===== src/rtl/ca_stack_pkg.sv =====
// ca_stack_pkg: shared widths and types for the return-address stack and its controller
package ca_stack_pkg;
    localparam int ADDR_W = 12;
    localparam int DEPTH  = 8;
    localparam int CNT_W  = $clog2(DEPTH + 1);
    localparam int PTR_W  = $clog2(DEPTH);

    typedef enum logic [2:0] {IDLE, PUSH, POP, WAIT, RESP} stk_state_t;
    typedef logic [ADDR_W-1:0] ret_addr_t;
endpackage


===== src/rtl/ret_stack_ctrl.sv =====
// ret_stack_ctrl: serves call/ret requests against an external LIFO stack,
// tracking occupancy and sticky overflow/underflow errors; all outputs registered
module ret_stack_ctrl
    import ca_stack_pkg::*;
(
    input  logic             clk,
    input  logic             rst,
    input  logic             call_valid,
    input  ret_addr_t        call_addr,
    input  logic             ret_valid,
    input  logic             err_clr,
    output logic             ready,
    output logic             ret_addr_valid,
    output ret_addr_t        ret_addr,
    output logic [CNT_W-1:0] count,
    output logic             err_overflow,
    output logic             err_underflow,
    output ret_addr_t        stk_in,
    output logic             stk_push,
    output logic             stk_pop,
    input  ret_addr_t        stk_out
);
    stk_state_t state;

    always_ff @(posedge clk or posedge rst)
        if (rst) begin
            state          <= IDLE;
            ready          <= 1'b1;
            ret_addr_valid <= 1'b0;
            ret_addr       <= '0;
            count          <= '0;
            err_overflow   <= 1'b0;
            err_underflow  <= 1'b0;
            stk_in         <= '0;
            stk_push       <= 1'b0;
            stk_pop        <= 1'b0;
        end else begin
            stk_push       <= 1'b0;
            stk_pop        <= 1'b0;
            ret_addr_valid <= 1'b0;
            if (err_clr) begin
                err_overflow  <= 1'b0;
                err_underflow <= 1'b0;
            end
            // error sets below come after the clear so a coincident new error wins
            case (state)
                IDLE:
                    if (ready && ret_valid) begin
                        ready <= 1'b0;
                        if (count == '0) begin
                            ret_addr       <= '0;
                            ret_addr_valid <= 1'b1;
                            err_underflow  <= 1'b1;
                            state          <= RESP;
                        end else begin
                            stk_pop <= 1'b1;
                            state   <= POP;
                        end
                    end else if (ready && call_valid) begin
                        if (count == CNT_W'(DEPTH)) begin
                            err_overflow <= 1'b1;
                        end else begin
                            ready    <= 1'b0;
                            stk_in   <= call_addr;
                            stk_push <= 1'b1;
                            state    <= PUSH;
                        end
                    end
                PUSH: begin
                    count <= count + 1'b1;
                    ready <= 1'b1;
                    state <= IDLE;
                end
                POP: begin
                    count <= count - 1'b1;
                    state <= WAIT;
                end
                WAIT: begin
                    ret_addr       <= stk_out;
                    ret_addr_valid <= 1'b1;
                    state          <= RESP;
                end
                RESP: begin
                    ready <= 1'b1;
                    state <= IDLE;
                end
                default: begin
                    ready <= 1'b1;
                    state <= IDLE;
                end
            endcase
        end
endmodule


===== config.mk =====
export PLATFORM = sky130hd
export DESIGN_NAME = ret_stack_ctrl
export DESIGN_NICKNAME = d
export VERILOG_FILES = /design/src/rtl/ca_stack_pkg.sv /design/src/rtl/ret_stack_ctrl.sv
export SDC_FILE = /design/constraint.sdc
export NUM_CORES = 1
export LEC_CHECK = 0
export CORE_ASPECT_RATIO = 0.9
export CORE_MARGIN = 2
export CORE_UTILIZATION = 46
export DETAILED_ROUTE_END_ITERATION = 8
export PLACE_DENSITY = 0.91
export SLEW_MARGIN = 20
export SYNTH_ARGS = -nofsm -noshare
export SYNTH_HDL_FRONTEND = slang
export SYNTH_SLANG_ARGS = --single-unit

===== constraint.sdc =====
create_clock -name clk -period 3.7 [get_ports clk]
set_clock_uncertainty 0.1 [all_clocks]
set_input_delay 0.925 -clock clk [delete_from_list [all_inputs] [get_ports clk]]
set_output_delay 0.925 -clock clk [all_outputs]
set_load 0.02 [all_outputs]

==> run metrics <==
status complete, no violations; drc violations 0; gpl congestion ~0.79; critical path cell sequence clkdlybuf4s50_1 > or2b_1 > nor4bb_4 > buf_4 > mux2_2; setup violators final 0; vias per cell a little over 5; Post-Synthesis Cell Area 1570 um2; uppermost layer routed met4; ant diodes 0; Power Density 826 nW/um2; CTS root buf clkbuf_8; Mapped Nets 150; met3 WL post-DR around 250 um; CP endpoint kind register; post-CTS resize count 0; Final Util 0.699; via count 1,175; die area 3890 um2; IO buf count 62; Lkg Pwr 1.03 nW; Routed met2 length 1720 um; worst path required time 3770 ps; initial antenna violation count 0; met1 WL 1430 um; sequential share of power 0.374; antenna viol nets, final 0; HP Class register to register; most common cell in the netlist dfrtp_1; largest net degree at the start of global routing 16; first drt pass iteration count 4; Slew Limit Headroom 0.435; fraction of layout cells with a size suffix above 1 0.160; clock tree sinks 37; DIE HEIGHT 59.4 um; Fin. Hold Viols 0; crit path kind input pin to register; CTS tree done; placed cell count 223; Comb power frac 0.478; CP top delay family buffers and inverters; worst path bufs/invs 2; vias in the first global route 1,199; max-cap viol count 0; Max Fclk 394 MHz; Max Root-Sink Buffers 2; final wirelength 3460 um; Distinct cells, synth 31; Synth top cells by count 36 x dfrtp_1, 15 x nand2_1, 13 x o2bb2ai_1; Clk network pwr share 0.148; Iter 0 DRT Violations 17; post-synth top area share 0.575; Post-CTS Setup Inserts 0; async set-reset flop share out of synthesis 1.00; critical path startpoint category input pin; sequential-to-total area share from yosys stat 0.592; CTS clk-pin slew, worst paths 60 ps; CTS buffer count 5; measured slew at the worst slew-check pin 844 ps; GRT Util Overall 0.192; CP max FO 14; Core ar. around 3300 um2; Yosys reg bits 37; Internal ~1.2 mW; synth top area cells dfrtp_1 58%, mux2_4 7.7%, o2bb2ai_1 7.3%, mux2_2 3.6%, nand2_1 3.6%; ratio of final minimum period to clock period 0.686; initial cell density of the core 0.471; crit path time final 2540 ps; fin area 2330 um2; total number of H-tree levels 2; # rows 20; Final #Nets 216; Worst VDD drop between 300 and 400 uV; cells after synthesis 120; Crit path largest cell delay 460 ps; # hold bufs at CTS 0; first-pass GRT wire length 5460 um; Synth Flop Type dfrtp_1; synthesis-to-finish area growth 48.6%; Psw 0.693 mW; Post-synth EDFFs 0; worst hold margin a little under 400 ps; area leader, netlist dfrtp_1; setup TNS 0 ps; Slowest cell on crit path clkdlybuf4s50_1; drt wl/cell 15.0 um; fin. max-slew vios 0; Post-DP HPWL 2600 um; Clock Latency Late Sink 290 ps; Ys Warns 0; critical path arrival approximately 2600 ps; Net Sw Frac 0.361; die span in x about 66 um; I/O Pins 63; DP Area 2240 um2; final cell count without fillers approximately 230; RSZ-0062 raised after global routing no; grt ovf 0; average cell area after synthesis about 13 um2
-- layout make-up --
type,instances,area [um2]
tap,44,55.1
inverter,3,11.3
multi-input combinational,74,601
timing repair buffer,65,643
clock buffer,8,90.1
sequential,37,927
fill,258,1000
-- metrics by stage --
stage          worst slack (ps)  total power [mW]
2_1_floorplan              1350              1.21
3_3_place_gp                962              1.61
3_5_place_dp                861              1.65
4_1_cts                    1160              1.94
5_1_grt                    1090              2.03
6_report                   1160              1.92
-- per-layer routing --
layer | track usage | vias to the layer above
li1 | - | 554
met1 | 0.215 | 566
met2 | 0.334 | 49
met3 | 0.0684 | 6
met4 | 0.0863 | 0
met5 | 0 | -
-- state kept, by name, summed over array words and instances, names as in the netlist, 3 cells and up --
| register | cells |
|---|---|
| count | 4 |
| ret_addr | 12 |
| state | 3 |
| stk_in | 12 |
-- cells in the final DEF (no fill, tap or decap) --
cell             netlist  final
a21o_1                 1      1
a21oi_1                3      3
and4_1                 1      1
buf_4                  1      3
clkbuf_1               4      2
clkbuf_8               0      6
clkdlybuf4s50_1        0     62
dfrtp_1               36     36
dfstp_2                1      1
ha_1                   1      1
inv_1                  3      3
mux2_2                 5      5
mux2_4                 8      8
nand2_1               15     15
nand2b_1               3      3
nand3_1                2      2
nand3b_1               2      2
nor2_1                 2      2
nor3_1                 1      1
nor4_1                 1      1
nor4bb_4               0      1
o21ai_0                1      1
o2bb2ai_1             13     13
o32ai_1                1      1
or2_2                  2      2
or2b_1                 1      1
or3_1                  2      2
or3b_2                 2      2
or4b_2                 1      1
or4b_4                 1      1
xnor2_1                1      1
xor2_1                 3      3
-- power by group through the flow --
stage	registers [mW]	logic [mW]	clock network (mW)
after floorplan	0.898	0.315	0
after global placement	0.711	0.895	0
after detailed placement	0.723	0.927	0
after CTS	0.719	0.931	0.293
after global routing	0.740	0.981	0.308
final	0.719	0.918	0.285
-- worst register-to-register path, delay by kind of cell, from the launching register on --
kind,cells,cell delay [ps]
AO/OA/AOI/OAI,1,220
AND/OR/NAND/NOR,2,1170
adder cells (fa/ha/maj),1,200
flip-flops,1,470
XOR/XNOR,2,310
-- final timing paths --
check	startpoint	endpoint	slack (ps)	cells after the start
setup / recovery	ret_valid	stk_in[8]$_DFFE_PP0P_	1160	5
min in group asynchronous	rst	stk_in[0]$_DFFE_PP0P_	880	2
setup reg to reg	state[2]$_DFFE_PP0P_	count[2]$_DFFE_PP0P_	1160	6
hold / removal	err_underflow$_DFF_PP0_	err_underflow$_DFF_PP0_	390	1
max in group asynchronous	rst	ready$_DFFE_PP1P_	1980	3
hold reg to reg	err_underflow$_DFF_PP0_	err_underflow$_DFF_PP0_	390	1
-- logic make-up after synthesis --
family	share of synthesized area
flops	0.592
fa+ha+maj	0.00799
xor+xnor	0.0224
compound gates	0.0958
buf+inv	0.0343
mux	0.113
simple gates	0.135
Note: power is estimated with default switching activity, not from simulation.
